[config.mk]
export PLATFORM = sky130hd
export DESIGN_NAME = wb_write_port_flat
export DESIGN_NICKNAME = d
export VERILOG_FILES = /design/src/rtl/wb_write_port_if.sv /design/src/rtl/wb_write_port.sv /design/src/flat_wrapper.sv
export SDC_FILE = /design/constraint.sdc
export NUM_CORES = 1
export LEC_CHECK = 0
export ABC_AREA = 1
export CORE_ASPECT_RATIO = 2
export CORE_MARGIN = 1.5
export CORE_UTILIZATION = 25
export CTS_CLUSTER_DIAMETER = 60
export DETAILED_ROUTE_END_ITERATION = 12
export GPL_ROUTABILITY_DRIVEN = 1
export PLACE_DENSITY_LB_ADDON = 0.15
export SYNTH_ARGS = -nofsm -noshare
export SYNTH_HDL_FRONTEND = slang
export SYNTH_SLANG_ARGS = --single-unit
[constraint.sdc]
create_clock -name clk -period 9.6 [get_ports clk]
set_clock_uncertainty 0.2 [all_clocks]
set_input_delay 2.4 -clock clk [delete_from_list [all_inputs] [get_ports clk]]
set_output_delay 2.4 -clock clk [all_outputs]
set_load 0.03 [all_outputs]
[src/rtl/wb_write_port_if.sv]
// Write-back port bundle: two result sources (ALU, memory) with valid/ready
// handshakes, plus the register-file write channel driven by the port.
interface wb_write_port_if;
    logic        alu_valid;
    logic [3:0]  alu_dest;
    logic [31:0] alu_value;
    logic        alu_ready;
    logic        mem_valid;
    logic [3:0]  mem_dest;
    logic [31:0] mem_value;
    logic        mem_ready;
    logic        WB_WB_EN;
    logic [3:0]  WB_Dest;
    logic [31:0] WB_Value;

    // Surrounding pipeline: offers results, watches ready and the write channel.
    modport master (
        output alu_valid, alu_dest, alu_value,
        output mem_valid, mem_dest, mem_value,
        input  alu_ready, mem_ready,
        input  WB_WB_EN, WB_Dest, WB_Value
    );

    // Write port: accepts results and drives the register-file write.
    modport slave (
        input  alu_valid, alu_dest, alu_value,
        input  mem_valid, mem_dest, mem_value,
        output alu_ready, mem_ready,
        output WB_WB_EN, WB_Dest, WB_Value
    );
endinterface

[src/rtl/wb_write_port.sv]
// Write-back port: a small circular FIFO merging ALU and memory results into a
// single register-file write per cycle. Memory has fixed priority; results
// aimed at index 15 are accepted but dropped and flagged in a sticky error.
module wb_write_port #(
    parameter int DEPTH = 4,
    parameter int CNT_W = 3
) (
    input  logic             clk,
    input  logic             rst,
    wb_write_port_if.slave   bus,
    output logic [14:0]      pending_mask,
    output logic [CNT_W-1:0] count,
    output logic             full,
    output logic             empty,
    output logic             drop_err
);
    localparam int PTR_W = CNT_W - 1;

    logic [3:0]       dest_q  [DEPTH];
    logic [31:0]      value_q [DEPTH];
    logic [PTR_W-1:0] head;
    logic [PTR_W-1:0] tail;
    logic [CNT_W-1:0] cnt;
    logic             drop_q;

    logic             mem_fire;
    logic             alu_fire;
    logic             acc_fire;
    logic [3:0]       acc_dest;
    logic [31:0]      acc_value;
    logic             push;
    logic             pop;
    logic [PTR_W-1:0] offs [DEPTH];

    assign full  = (cnt == CNT_W'(DEPTH));
    assign empty = (cnt == '0);
    assign count = cnt;
    assign drop_err = drop_q;

    // Ready comes from registered occupancy only; a pending pop does not
    // open a slot in the same cycle.
    assign bus.mem_ready = !full;
    assign bus.alu_ready = !full && !bus.mem_valid;

    assign mem_fire  = bus.mem_valid && bus.mem_ready;
    assign alu_fire  = bus.alu_valid && bus.alu_ready;
    assign acc_fire  = mem_fire || alu_fire;
    assign acc_dest  = mem_fire ? bus.mem_dest  : bus.alu_dest;
    assign acc_value = mem_fire ? bus.mem_value : bus.alu_value;
    assign push      = acc_fire && (acc_dest != 4'd15);
    assign pop       = !empty;

    // Head entry is presented whenever the queue is non-empty; zeros otherwise
    // so stale storage never leaks onto the write channel.
    assign bus.WB_WB_EN = !empty;
    assign bus.WB_Dest  = empty ? '0 : dest_q[head];
    assign bus.WB_Value = empty ? '0 : value_q[head];

    // Pointers, occupancy and the sticky drop flag.
    // NOTE: sequential state uses non-blocking assignments so every register
    // samples pre-edge values regardless of statement order.
    always_ff @(posedge clk or negedge rst) begin
        if (!rst) begin
            head   <= '0;
            tail   <= '0;
            cnt    <= '0;
            drop_q <= 1'b0;
        end else begin
            if (push) tail <= tail + PTR_W'(1);
            if (pop)  head <= head + PTR_W'(1);
            case ({push, pop})
                2'b10:   cnt <= cnt + CNT_W'(1);
                2'b01:   cnt <= cnt - CNT_W'(1);
                default: cnt <= cnt;
            endcase
            if (acc_fire && (acc_dest == 4'd15)) drop_q <= 1'b1;
        end
    end

    // Entry storage write at the tail.
    // NOTE: the storage array is deliberately not reset; entries are only
    // visible through head/count, which are reset, so stale data is masked.
    always_ff @(posedge clk) begin
        if (push) begin
            dest_q[tail]  <= acc_dest;
            value_q[tail] <= acc_value;
        end
    end

    // Distance of each slot from the head, used to decide slot validity.
    for (genvar i = 0; i < DEPTH; i++) begin : g_offs
        assign offs[i] = PTR_W'(i) - head;
    end

    // Hazard mask: OR of one-hot dest over the currently valid entries.
    // NOTE: always_comb assigns its output a default first so no path can
    // leave it unassigned and infer a latch.
    always_comb begin
        pending_mask = '0;
        for (int i = 0; i < DEPTH; i++) begin
            for (int j = 0; j < 15; j++) begin
                if (({1'b0, offs[i]} < cnt) && (dest_q[i] == 4'(j)))
                    pending_mask[j] = 1'b1;
            end
        end
    end
endmodule
[src/flat_wrapper.sv]
// flat-port wrapper written by rule: the top's interface ports become plain ports
module wb_write_port_flat 
#(
    parameter int DEPTH = 4,
    parameter int CNT_W = 3
)
  (clk, rst, pending_mask, count, full, empty, drop_err, bus_alu_valid, bus_alu_dest, bus_alu_value, bus_mem_valid, bus_mem_dest, bus_mem_value, bus_alu_ready, bus_mem_ready, bus_WB_WB_EN, bus_WB_Dest, bus_WB_Value);
  wb_write_port_if bus_i ();
  input  logic clk;
  input  logic rst;
  output logic [14:0] pending_mask;
  output logic [CNT_W-1:0] count;
  output logic full;
  output logic empty;
  output logic drop_err;
  input wire logic [$bits(bus_i.alu_valid)-1:0] bus_alu_valid;
  input wire logic [$bits(bus_i.alu_dest)-1:0] bus_alu_dest;
  input wire logic [$bits(bus_i.alu_value)-1:0] bus_alu_value;
  input wire logic [$bits(bus_i.mem_valid)-1:0] bus_mem_valid;
  input wire logic [$bits(bus_i.mem_dest)-1:0] bus_mem_dest;
  input wire logic [$bits(bus_i.mem_value)-1:0] bus_mem_value;
  output wire logic [$bits(bus_i.alu_ready)-1:0] bus_alu_ready;
  output wire logic [$bits(bus_i.mem_ready)-1:0] bus_mem_ready;
  output wire logic [$bits(bus_i.WB_WB_EN)-1:0] bus_WB_WB_EN;
  output wire logic [$bits(bus_i.WB_Dest)-1:0] bus_WB_Dest;
  output wire logic [$bits(bus_i.WB_Value)-1:0] bus_WB_Value;
  assign bus_i.alu_valid = bus_alu_valid;
  assign bus_i.alu_dest = bus_alu_dest;
  assign bus_i.alu_value = bus_alu_value;
  assign bus_i.mem_valid = bus_mem_valid;
  assign bus_i.mem_dest = bus_mem_dest;
  assign bus_i.mem_value = bus_mem_value;
  assign bus_alu_ready = bus_i.alu_ready;
  assign bus_mem_ready = bus_i.mem_ready;
  assign bus_WB_WB_EN = bus_i.WB_WB_EN;
  assign bus_WB_Dest = bus_i.WB_Dest;
  assign bus_WB_Value = bus_i.WB_Value;
  wb_write_port #(.DEPTH(DEPTH), .CNT_W(CNT_W)) u_core (.clk(clk), .rst(rst), .bus(bus_i), .pending_mask(pending_mask), .count(count), .full(full), .empty(empty), .drop_err(drop_err));
endmodule
==> results by group <==
Yosys
  – Syn nets: between 600 and 700
  – Post-synth EDFFs: 144
  – Mean post-synth cell area: about 12 µm²
  – Mux cell area share after synthesis: 0.0514
  – Main area contributors after synthesis: edfxtp_1 62%, nand3_1 6.9%, mux2_2 5.1%, nand2_1 3.7%, a22oi_1 3.4%
  – Post-synthesis adder-cell area fraction: 0.0189
  – Synth cell types: 29
  – Register area share after synthesis: 0.645
  – Simple logic cell fraction of the synthesized area: 0.158
  – Gate Count Post-Synth: between 500 and 600
  – Syn Std Cell Area: about 0.007 mm²
  – Compound-Gate Fraction of Synth Area: 0.0760
  – Cell taking the most area after synthesis: edfxtp_1
  – Post-Synth XOR/XNOR Area: 0.00375
  – Synth Flop Type: edfxtp_1
  – Synth Warn #: 0
  – Ys async rst share: 0.0526
  – Largest family of logic cells by synthesized area: simple AND/OR/NAND/NOR gates
  – Synth top cells by count: 144 x edfxtp_1, 97 x nand3_1, 70 x nand2_1, 45 x inv_1
  – Count leader, synth: edfxtp_1
  – Yosys top cell area share: 0.617
  – Yosys reg bits: approximately 150

Place
  – Final Wtd Congestion: 0.920
  – Inst Count DP: 1053
  – Post-DP HPWL: roughly 15000 µm
  – I/O Buffers: approximately 140

Critical path
  – Crit-path slowest cell: clkdlybuf4s50_1
  – CP Class: in2out
  – Crit-path max FO: 7
  – Critical Path RT: roughly 7.0 ns
  – Worst path max stage delay: between 0.6 and 0.7 ns
  – Critical Path Source Type: primary input
  – Crit-path cells: clkdlybuf4s50_1 > nor2_1 > clkdlybuf4s50_1
  – R2R Path Start: u_core.count[0]
  – Worst Path Arrival: slightly below 4 ns
  – CP Capture Type: primary output
  – CP dominant cell by count: clkdlybuf4s50_1
  – Crit. Startpoint: bus_mem_valid

Pwr
  – Pwr dens: 373 mW/mm²
  – Internal Pwr Total: 0.00194 W
  – Sw frac: 0.440
  – Total power: ~0.0035 W
  – Pleak: approximately 3.2 nW
  – Clock group share of total power: 0.178
  – Part of the power in registers: 0.303
  – Comb pwr share: 0.519
  – P_sw: ~0.0015 W
  – Maximum VDD drop: about 0.14 mV

Clocking
  – CTS H-Tree Depth: 4
  – Clk Latency, worst-skew pair: 0.42 ns
  – Clock-pin slew on the worst setup and hold paths: ~0.060 ns
  – Setup Fix Bufs, Post-CTS: 0
  – CTS Hold Bufs: 0
  – CTS tree: built
  – CTS buffer count: 17
  – CTS root buffer: clkbuf_16
  – Post-CTS sizing: 0
  – Total clock sinks: roughly 150
  – CTS Buffer Depth: 2

Drt
  – ANT nets after route: 0
  – Drt via density: ~4.9
  – Iter 0 DRT Violations: ~290
  – WL per Instance: between 20 and 25 µm
  – Pre-antenna DRT Iters: 7
  – Total routed wirelength: about 22000 µm
  – Vias post-DR: 5319
  – # DRC: 0

Worst hold path
  – Hold crit path type: reg2reg
  – Hold_sp: u_core.drop_err

Floorplan
  – Die ar.: slightly below 0.03 mm²
  – Core area: about 0.028 mm²
  – Chip height: 240 µm
  – Starting density of the core: 0.254
  – Die Wd: 121 µm
  – Io pins: between 100 and 150
  – Rows: 86

Timing
  – Period utilization: 0.672
  – Worst hold slack: 0.299 ns
  – Slew Limit Fails: 0
  – Post-route setup TNS: 0 ns
  – Fmax: about 160 MHz
  – Rel. slew slack: 0.240
  – Worst slew pin tran: 1.14 ns
  – # setup viols final: 0
  – Final Hold Viols: 0
  – RSZ-0062 raised after global routing: false
  – Final Critical Period: 6.45 ns

Cells and area
  – Layout cells sized above 1: 0.120
  – Synth-to-Final Area Change: 32.7%
  – Fillers: 2870
  – Layout Cells excl Fill: 1084
  – Nets: roughly 810
  – Post-layout util: 0.338
  – Ant. Diodes: 0

Global routing
  – Vias in the first global route: between 5000 and 6000
  – Largest net degree at the start of global routing: 72
  – Global-route wire length before repair: about 32000 µm
  – Initial antenna violation count: 0
  – Remaining Overflow, GRT: 0
  – Total GRT Usage: 0.153

Run status
  – Status: complete, no violations

Run
  – Max Cap Viol: 0
layer usage:
| metal | global-route usage | wire [µm] |
|---|---|---|
| met5 | 0 | 0 |
| met4 | 0.0955 | 1160 |
| met3 | 0.0283 | 892 |
| met2 | 0.291 | 12100 |
| met1 | 0.149 | 7740 |
critical path: cells and delay by family:
family,cells,cell delay (ns)
buffers and inverters,2,1.26
AND/OR/NAND/NOR,1,0.18
power groups by stage:
stage | Combinational [W] | Clock (W) | Sequential [W]
6_report | 0.00180 | 0.000618 | 0.00105
5_1_grt | 0.00194 | 0.000655 | 0.00107
4_1_cts | 0.00184 | 0.000632 | 0.00105
3_5_place_dp | 0.00183 | 0 | 0.00106
3_3_place_gp | 0.00182 | 0 | 0.00105
2_1_floorplan | 0.00106 | 0 | 0.00106
final cells by class:
type | instances | area [µm²] | area share
Sequential cell | 152 | 4530 | 0.487
Tap cell | 352 | 440 | 0.0474
Timing Repair Buffer | 143 | 1410 | 0.152
Clock buffer | 20 | 437 | 0.0470
Inverter | 48 | 180 | 0.0194
Multi-Input combinational cell | 358 | 2200 | 0.236
Clock inverter | 11 | 108 | 0.0116
final timing paths:
kind                                         endpoint  slack (ns)  cells after the start
min in group asynchronous             u_core.count[1]        2.08                      1
worst min-delay path                  u_core.drop_err        0.30                      2
worst min register to register        u_core.drop_err        0.30                      2
worst max register to register  u_core.value_q[1][17]        6.40                     10
worst max-delay path                    bus_alu_ready        3.15                      3
max in group asynchronous              u_core.head[0]        6.79                      1
kinds of logic (layout without fill, tap and decap cells):
logic type | after synthesis | in the layout
simple gates | 235 | 235
flops | 152 | 152
compound gates | 78 | 78
buf+inv | 77 | 222
mux | 32 | 32
fa+ha+maj | 10 | 10
xor+xnor | 3 | 3
through the flow:
stage	setup WS, ns	instance area [µm²]
3_3_place_gp	3.16	8760
2_1_floorplan	4.03	7010
6_report	3.15	9300
4_1_cts	3.13	9300
3_5_place_dp	3.14	8760
5_1_grt	3.07	9300
state kept, by name (all words and copies together), names as in the netlist:
signal,count
u_core.value_q,128
u_core.tail,2
u_core.head,2
u_core.count,3
u_core.drop_err,1
u_core.dest_q,16
layout by cell type (no fill, tap or decap):
master and n:
clkbuf_16 17, clkinv_1 2, a22oi_1 32, nor2_1 27, fa_1 1, nand2_2 5, inv_2 3, nor2_2 3
o22ai_1 3, nor2_4 6, nand3b_1 3, a21oi_1 2, clkdlybuf4s50_1 135, mux2_2 32, edfxtp_1 144, nand3_1 97
inv_1 45, bufinv_16 2, dfrtp_1 6, dfrtp_2 2, nand2_1 70, o21ai_0 4, xnor2_1 1, xor2_1 2
o2111ai_1 1, clkinv_2 5, a221oi_1 4, clkbuf_1 3, ha_1 9, nand2_4 3, buf_4 8, nor3_1 8
clkinvlp_4 2, a31oi_1 32, nand4_1 13
Note: power is estimated with default switching activity, not from simulation.
